**src/rtl/mux_tree_sequencer.sv**
```systemverilog
// Issue stage for the mux tree: buffers {sel,a,b,c} operands in a small FIFO,
// drives one transaction at a time onto the tree and returns y over valid/ready.
module mux_tree_sequencer #(
    parameter int DEPTH = 4,
    parameter int CNT_W = 8
) (
    input  logic                     clk,
    input  logic                     rst_n,
    input  logic                     in_valid,
    output logic                     in_ready,
    input  logic                     in_sel,
    input  logic                     in_a,
    input  logic                     in_b,
    input  logic                     in_c,
    output logic                     mt_sel,
    output logic                     mt_a,
    output logic                     mt_b,
    output logic                     mt_c,
    input  logic                     mt_y,
    output logic                     out_valid,
    input  logic                     out_ready,
    output logic                     out_y,
    output logic                     out_sel,
    output logic [$clog2(DEPTH):0]   fifo_level,
    output logic [CNT_W-1:0]         done_cnt
);

    localparam int PTR_W = $clog2(DEPTH);
    localparam int LVL_W = PTR_W + 1;

    typedef enum logic [1:0] {
        IDLE  = 2'd0,
        ISSUE = 2'd1,
        HOLD  = 2'd2
    } state_t;

    // Entry layout is {sel, a, b, c}
    logic [3:0]       mem [DEPTH];
    logic [3:0]       head;

    logic [PTR_W-1:0] wr_ptr_q, wr_ptr_d;
    logic [PTR_W-1:0] rd_ptr_q, rd_ptr_d;
    logic [LVL_W-1:0] level_q, level_d;
    state_t           state_q, state_d;
    logic [3:0]       mt_q, mt_d;
    logic             out_valid_q, out_valid_d;
    logic             out_y_q, out_y_d;
    logic             out_sel_q, out_sel_d;
    logic [CNT_W-1:0] done_q, done_d;

    logic             full;
    logic             push;
    logic             pop;

    // in_ready depends only on registered occupancy, so a same-cycle pop never frees a slot
    assign full = (level_q == LVL_W'(DEPTH));
    assign push = in_valid && !full;
    assign head = mem[rd_ptr_q];

    always_ff @(posedge clk) begin
        if (push) begin
            mem[wr_ptr_q] <= {in_sel, in_a, in_b, in_c};
        end
    end

    always_comb begin
        state_d     = state_q;
        mt_d        = mt_q;
        out_valid_d = out_valid_q;
        out_y_d     = out_y_q;
        out_sel_d   = out_sel_q;
        done_d      = done_q;
        pop         = 1'b0;
        case (state_q)
            IDLE: begin
                if (level_q != '0) begin
                    pop     = 1'b1;
                    state_d = ISSUE;
                end
            end
            ISSUE: begin
                out_y_d     = mt_y;
                out_sel_d   = mt_q[3];
                out_valid_d = 1'b1;
                state_d     = HOLD;
            end
            HOLD: begin
                if (out_ready) begin
                    done_d      = done_q + CNT_W'(1);
                    out_valid_d = 1'b0;
                    if (level_q != '0) begin
                        pop     = 1'b1;
                        state_d = ISSUE;
                    end else begin
                        state_d = IDLE;
                    end
                end
            end
            default: begin
                state_d = IDLE;
            end
        endcase
        if (pop) begin
            mt_d = head;
        end
    end

    always_comb begin
        wr_ptr_d = push ? wr_ptr_q + PTR_W'(1) : wr_ptr_q;
        rd_ptr_d = pop  ? rd_ptr_q + PTR_W'(1) : rd_ptr_q;
        case ({push, pop})
            2'b10:   level_d = level_q + LVL_W'(1);
            2'b01:   level_d = level_q - LVL_W'(1);
            default: level_d = level_q;
        endcase
    end

    always_ff @(posedge clk or negedge rst_n) begin
        if (!rst_n) begin
            wr_ptr_q    <= '0;
            rd_ptr_q    <= '0;
            level_q     <= '0;
            state_q     <= IDLE;
            mt_q        <= '0;
            out_valid_q <= 1'b0;
            out_y_q     <= 1'b0;
            out_sel_q   <= 1'b0;
            done_q      <= '0;
        end else begin
            wr_ptr_q    <= wr_ptr_d;
            rd_ptr_q    <= rd_ptr_d;
            level_q     <= level_d;
            state_q     <= state_d;
            mt_q        <= mt_d;
            out_valid_q <= out_valid_d;
            out_y_q     <= out_y_d;
            out_sel_q   <= out_sel_d;
            done_q      <= done_d;
        end
    end

    assign in_ready   = !full;
    assign mt_sel     = mt_q[3];
    assign mt_a       = mt_q[2];
    assign mt_b       = mt_q[1];
    assign mt_c       = mt_q[0];
    assign out_valid  = out_valid_q;
    assign out_y      = out_y_q;
    assign out_sel    = out_sel_q;
    assign fifo_level = level_q;
    assign done_cnt   = done_q;

endmodule

```
**config.mk**
```make
export PLATFORM = sky130hd
export DESIGN_NAME = mux_tree_sequencer
export DESIGN_NICKNAME = d
export VERILOG_FILES = /design/src/rtl/mux_tree_sequencer.sv
export SDC_FILE = /design/constraint.sdc
export NUM_CORES = 1
export LEC_CHECK = 0
export CORE_MARGIN = 10
export CORE_UTILIZATION = 31
export CTS_CLUSTER_DIAMETER = 30
export DETAILED_ROUTE_END_ITERATION = 12
export PLACE_DENSITY = 0.62
export SLEW_MARGIN = 10
export SYNTH_ARGS = -nofsm -noshare
export SYNTH_HDL_FRONTEND = slang
export SYNTH_SLANG_ARGS = --single-unit
```
**constraint.sdc**
```tcl
create_clock -name clk -period 3.55 [get_ports clk]
set_clock_uncertainty 0.2 [all_clocks]
set_input_delay 0.71 -clock clk [delete_from_list [all_inputs] [get_ports clk]]
set_output_delay 0.71 -clock clk [all_outputs]
set_load 0.005 [all_outputs]
```
==> flow_summary_export.csv, run 1 <==
group,metric,value,unit
timing,tightest_slew,0.548,ns
layout,drive_above_1_share,18.8,%
grt,grt.total_usage,7.41,%
timing,fmax,0.354,GHz
min_path,hp-start,"done_cnt[7]",
drt,routed_wl,3.18,mm
yosys,ys_ff_latch,40,
yosys,syn_area_per_cell,15.0,µm²
critical_path,cp.arrival,2.84,ns
pwr,p_sw,0.000575,W
clock_tree,post_cts_buffers,0,
critical_path,worstReg2RegStart,"fifo_level[1]",
clock_tree,cts-buffers-inserted,5,
die,fp.dieArea,8970,µm²
clock_tree,cts_tree,"done",
die,core,5470,µm²
yosys,synth_warnings,0,
yosys,synthCells,115,
timing,slew_headroom,63.2,%
grt,use_met2,13.1,%
layout,fin_nets,164,
pwr,leakagePower,0.890,nW
layout,fillers,535,
critical_path,worstReg2RegEnd,"fifo_level[2]",
pwr,clockPowerShare,16.6,%
pwr,p_comb_share,38.8,%
layout,final_cells,221,
die,ioPinCount,28,
yosys,yosysTopAreaCellShare,34.7,%
pwr,power_density,817,nW/µm²
pwr,worst_ir_drop_vdd,0.308,mV
clock_tree,cts_max_level,2,
critical_path,critical_path_class,"input port to flip-flop",
critical_path,crit_fanout,6,
yosys,ys_top_cells_by_area,"dfrtp_1 35%, edfxtp_1 28%, mux4_2 5.2%, ha_1 4.3%, mux2_2 3.9%",
layout,final_cell_area,2170,µm²
pwr,intPower,0.00120,W
drt,vias_per_cell,4.37,
critical_path,ff2ff_setup_slack,1.14,ns
critical_path,end_kind,"flip-flop",
drt,drc,0,
clock_tree,cts_hold_buffers,0,
yosys,ys_seq_area_share,62.5,%
min_path,hp-class,"flip-flop to flip-flop",
die,die_h,94.7,µm
yosys,syn-num-nets,131,
yosys,synth_top_area_cell,"dfrtp_1",
min_path,hold_depth,1,
placed_design,dpl.hpwl,2.48,mm
clock_tree,cts-resized-gates,0,
yosys,yosysMostFrequentCell,"dfrtp_1",
grt,busiest_layer,"met2",
clock_tree,path_clk_slew,0.08,ns
placed_design,port_buffers,27,
critical_path,startpoint_type,"input port",
yosys,async_flop_share,60.0,%
die,start_util,31.6,%
drt,first_pass_iters,2,
layout,syn_to_final_growth,25.8,%
critical_path,crit_required,3.56,ns
job,cap_violations,0,
timing,finalMaxSlewViolations,0,
pwr,swShare,32.3,%
grt,grt_start_max_net_pins,25,
layout,diodes,0,
die,placementRows,27,
clock_tree,clock-root-buffer,"clkbuf_8",
grt,grt_antenna_before_repair,0,
grt,grt_use_met3,3.09,%
placed_design,routabilityCongestion,0.736,
timing,tns,0,ns
grt,grt_use_met1,8.00,%
timing,period_share,79.5,%
placed_design,placedCellCount,213,
critical_path,worstRegToRegCells,9,
clock_tree,clk_latency,0.28,ns
timing,hold_violations,0,
placed_design,dpl_cell_area,2090,µm²
timing,min_period,2.82,ns
yosys,synth_cell_types,31,
clock_tree,clkSinkCount,40,
clock_tree,ctsLongestPathBuffers,2,
yosys,ys.flop_type,"dfrtp_1",
yosys,netlist_area,1730,µm²
grt,grt_pass1_vias,1049,
yosys,synth_edf_count,16,
grt,grt_pass1_wl,5.24,mm
die,die_width,94.7,µm
min_path,min_to,"done_cnt[7]",
drt,ant_nets,0,
grt,grt_overflow_total,0,
timing,setup_violations,0,
drt,wl_per_cell,14.4,µm
status,run_status,"finished clean",
pwr,p_seq_share,44.7,%
drt,drtIter0Drc,16,
pwr,p_total,0.00178,W
drt,vias,965,
timing,rsz0062_at_grt,"no",
yosys,synth_common_cells,"24 x dfrtp_1, 16 x edfxtp_1, 8 x inv_1",
## power by group through the flow
| stage | Sequential (W) | Combinational (W) | Clock, W |
|---|---|---|---|
| detailed placement | 0.000809 | 0.000706 | 0 |
| finish | 0.000794 | 0.000689 | 0.000294 |
| global route | 0.000824 | 0.000765 | 0.000327 |
| CTS | 0.000801 | 0.000711 | 0.000306 |
| floorplan | 0.000753 | 0.000452 | 0 |
| global placement | 0.000798 | 0.000671 | 0 |
## registers in the layout (all words and copies together), names as in the netlist
signal,cells
done_cnt,8
fifo_level,3
mem,16
mt_q,4
out_sel,1
out_valid,1
out_y,1
rd_ptr_q,2
state_q,2
wr_ptr_q,2
## worst max-delay path by stage
stage	depth (start not counted)	slack, ns	start	endpoint
3_3_place_gp	9	0.52	out_ready	fifo_level[2]
6_report	9	0.73	out_ready	fifo_level[2]
3_5_place_dp	9	0.42	out_ready	fifo_level[2]
5_1_grt	9	0.56	out_ready	fifo_level[2]
2_1_floorplan	8	1.25	out_ready	fifo_level[2]
4_1_cts	9	0.72	out_ready	fifo_level[2]
## worst max-delay path: stages
cell             delay [ns]
clkdlybuf4s50_1        0.60
nor2b_1                0.14
nor3_4                 0.28
ha_1                   0.25
inv_1                  0.06
fa_1                   0.38
xor2_1                 0.15
nor2_1                 0.11
xor2_1                 0.14
## cells by family after synthesis
family	share of synthesized area, %
compound gates	0.578
xor+xnor	6.58
fa+ha+maj	5.50
buf+inv	2.31
flops	62.5
mux	10.6
simple gates	11.9
## layout by cell type, fill, tap and decap left out, drive strengths merged, types with 2 or more instances in the layout
cell type,synthesis,routed
and3,4,4
inv,8,8
nor2b,2,2
xor2,7,7
mux4,4,4
mux2,7,7
clkdlybuf4s50,0,27
ha,6,6
nand3,2,2
nor3,5,5
clkinvlp,0,2
clkbuf,1,5
nor2,3,3
dfrtp,24,24
edfxtp,16,16
nand2,6,6
xnor2,6,6
## routing by layer
layer / vias up / share of wire, %
li1: 466 / -
met4: 0 / 0.38
met5: - / 0
met2: 23 / 52
met3: 2 / 7.2
met1: 474 / 41
## stage by stage
stage / util [%] / setup slack, ns / hold WS (ns)
2_1_floorplan: - / 1.25 / 0.214
3_3_place_gp: 38.1 / 0.515 / 0.256
3_5_place_dp: 38.1 / 0.424 / 0.260
4_1_cts: 39.7 / 0.716 / 0.275
5_1_grt: 39.7 / 0.560 / 0.280
6_report: 39.7 / 0.727 / 0.266
## area by class of cell
class / instances / area, µm² / area share [%]
Timing Repair Buffer: 28 / 278 / 12.8
Clock inverter: 3 / 18.8 / 0.863
Inverter: 8 / 30.0 / 1.38
Sequential cell: 40 / 1080 / 49.7
Tap cell: 72 / 90.1 / 4.14
Clock buffer: 5 / 68.8 / 3.16
Multi-Input combinational cell: 65 / 608 / 28.0
No activity file was read; power rests on OpenSTA's default activity.
==> run 2: changes to the inputs <==
==> constraint.sdc (replaced) <==
create_clock -name clk -period 2.8 [get_ports clk]
set_clock_uncertainty 0.2 [all_clocks]
set_input_delay 0.56 -clock clk [delete_from_list [all_inputs] [get_ports clk]]
set_output_delay 0.56 -clock clk [all_outputs]
set_load 0.005 [all_outputs]
==> run 2 against run 1 <==
  * Core utilization up 0.37 points
  * Sequential cell count unchanged
  * Non-clock buffer count up 2
  * Combinational power up 26%
  * Worst hold slack better by 0.0046 ns
  * Count of clock-buffer cells in the layout unchanged
  * Design area up 0.92%
  * Register-to-register slack worse by 0.73 ns
  * First-iteration DRC count up 13%
  * Global-route usage down 0.32 points
  * Largest cell class unchanged
==> flow_summary_export.csv, run 2 (same netlist as run 1, synthesis figures left out) <==
group,metric,value,unit
grt,grt_pass1_wl,4.95,mm
clock_tree,cts-buffers-inserted,5,
layout,largest_register,"mem",
grt,grt_antenna_before_repair,0,
layout,diodes,0,
timing,finalMaxSlewViolations,0,
clock_tree,clock-root-buffer,"clkbuf_8",
drt,met2_wirelength,1.37,mm
drt,drtIter0Drc,18,
die,die_h,94.7,µm
clock_tree,cts_tree,"done",
clock_tree,clkSinkCount,40,
placed_design,placedCellCount,215,
layout,syn_to_final_growth,26.9,%
clock_tree,clk_latency,0.29,ns
placed_design,routabilityCongestion,0.681,
critical_path,cp_slowest_cell,"dfrtp_1",
drt,wl_met1,1.23,mm
clock_tree,cts_hold_buffers,0,
die,start_util,31.6,%
grt,grt_start_max_net_pins,25,
pwr,leakagePower,0.902,nW
grt,grt.total_usage,7.08,%
die,ioPinCount,28,
layout,drive_above_1_share,20.5,%
die,placementRows,27,
clock_tree,path_clk_slew,0.08,ns
pwr,power_density,1030,nW/µm²
drt,wl_per_cell,13.0,µm
critical_path,critical_path_class,"flip-flop to flip-flop",
timing,period_share,85.3,%
timing,rsz0062_at_grt,"no",
critical_path,startpoint_type,"flip-flop",
critical_path,critPathTopFamily,"simple AND/OR/NAND/NOR gates",
grt,grt_pass1_vias,1064,
layout,fin_nets,166,
critical_path,end_kind,"flip-flop",
drt,drc,0,
drt,ant_nets,0,
min_path,hp-class,"flip-flop to flip-flop",
timing,min_period,2.39,ns
drt,highest_layer,"met4",
timing,fin_hold_ws,0.270,ns
critical_path,slowest_delay,0.44,ns
critical_path,crit_required,2.82,ns
layout,final_cells,223,
clock_tree,ctsLongestPathBuffers,2,
drt,wl_met3,239,µm
drt,vias,984,
timing,fmax,0.419,GHz
placed_design,port_buffers,27,
drt,first_pass_iters,3,
job,cap_violations,0,
clock_tree,cts_max_level,2,
critical_path,crit_chain,"or3b_4, and2_4, inv_1, ha_1, inv_1, fa_1, xor2_1, nor2_1, xor2_1",
timing,tightest_slew,0.579,ns
drt,routed_wl,2.90,mm
grt,grt_overflow_total,0,
critical_path,ff2ff_setup_slack,0.41,ns
layout,fillers,515,
timing,tns,0,ns
pwr,worst_ir_drop_vdd,0.315,mV
clock_tree,post_cts_buffers,0,
timing,hold_violations,0,
critical_path,cp.arrival,2.41,ns
clock_tree,cts-resized-gates,0,
critical_path,crit_fanout,6,
status,run_status,"finished clean",
drt,vias_per_cell,4.41,
die,die_width,94.7,µm
layout,most-common-layout-cells,"27 x clkdlybuf4s50_1, 24 x dfrtp_1, 16 x edfxtp_1",
timing,setup_violations,0,
die,fp.dieArea,8970,µm²
layout,final_common_cell,"clkdlybuf4s50_1",
layout,largest_reg_flops,16,
timing,slew_headroom,61.1,%
critical_path,timing.critical_path.buf_inv,2,
placed_design,dpl.hpwl,2.28,mm
die,core,5470,µm²
## run 2: changes by cell type in the layout (fill, tap and decap cells not counted)
cell      before  now
buf_4          1    3
clkinv_1       1    0
clkinv_4       0    1
## run 2: layer usage
metal / global-route usage [%] / vias up
met3: 3.25 / 5
li1: - / 471
met1: 7.59 / 486
met5: 0 / -
met2: 11.7 / 22
met4: 3.37 / 0
## run 2: worst paths after layout
kind	start	end	cells after the start
hold / removal	done_cnt[7]	done_cnt[7]	1
max in group asynchronous	rst_n	out_valid	2
setup reg to reg	fifo_level[0]	fifo_level[2]	9
min in group asynchronous	rst_n	done_cnt[7]	2
setup / recovery	fifo_level[0]	fifo_level[2]	9
hold reg to reg	done_cnt[7]	done_cnt[7]	1
## run 2: worst reg2reg max path: cells and delay by family (launching register included)
family	cells	cell delay, ns
buffers and inverters	2	0.11
flip-flops	1	0.44
XOR/XNOR	2	0.29
adder cells (fa/ha/maj)	2	0.54
AND/OR/NAND/NOR	3	0.73
## run 2: cell type report
class | instances | area [µm²] | area share, %
clock buffer | 5 | 68.8 | 3.14
clock inverter | 3 | 23.8 | 1.08
inverter | 8 | 30.0 | 1.37
multi-input combinational | 65 | 608 | 27.7
sequential | 40 | 1080 | 49.3
tap | 72 | 90.1 | 4.10
timing repair buffer | 30 | 293 | 13.3
## run 2: stage by stage
step	cell area [µm²]	util [%]	worst slack [ns]	power, W
2_1_floorplan	1730	-	0.516	0.00153
3_3_place_gp	2100	38.4	0.212	0.00188
3_5_place_dp	2100	38.4	0.200	0.00190
4_1_cts	2190	40.1	0.392	0.00229
5_1_grt	2190	40.1	0.257	0.00243
6_report	2190	40.1	0.411	0.00226
## run 2: power breakdown
part	internal [W]	switching, W	total, W
clock network	0.000176	0.000207	0.000384
logic	0.000546	0.000319	0.000865
registers	0.000817	0.000190	0.00101
total	0.00154	0.000717	0.00226
==> run 3: changes to the inputs <==
==> constraint.sdc (replaced) <==
create_clock -name clk -period 2.8 [get_ports clk]
set_clock_uncertainty 0.2 [all_clocks]
set_input_delay 0.56 -clock clk [delete_from_list [all_inputs] [get_ports clk]]
set_output_delay 0.56 -clock clk [all_outputs]
set_load 0.02 [all_outputs]
==> results of run 3 <==
Same layout as run 2 (identical final DEF). Status: finished clean.
Main changes from that run: setup slack after layout 0.411 ns -> 0.325 ns; end point of the critical path fifo_level[2] -> in_ready; total power 0.00226 W -> 0.00238 W; worst IR drop on VDD 0.315 mV -> 0.376 mV
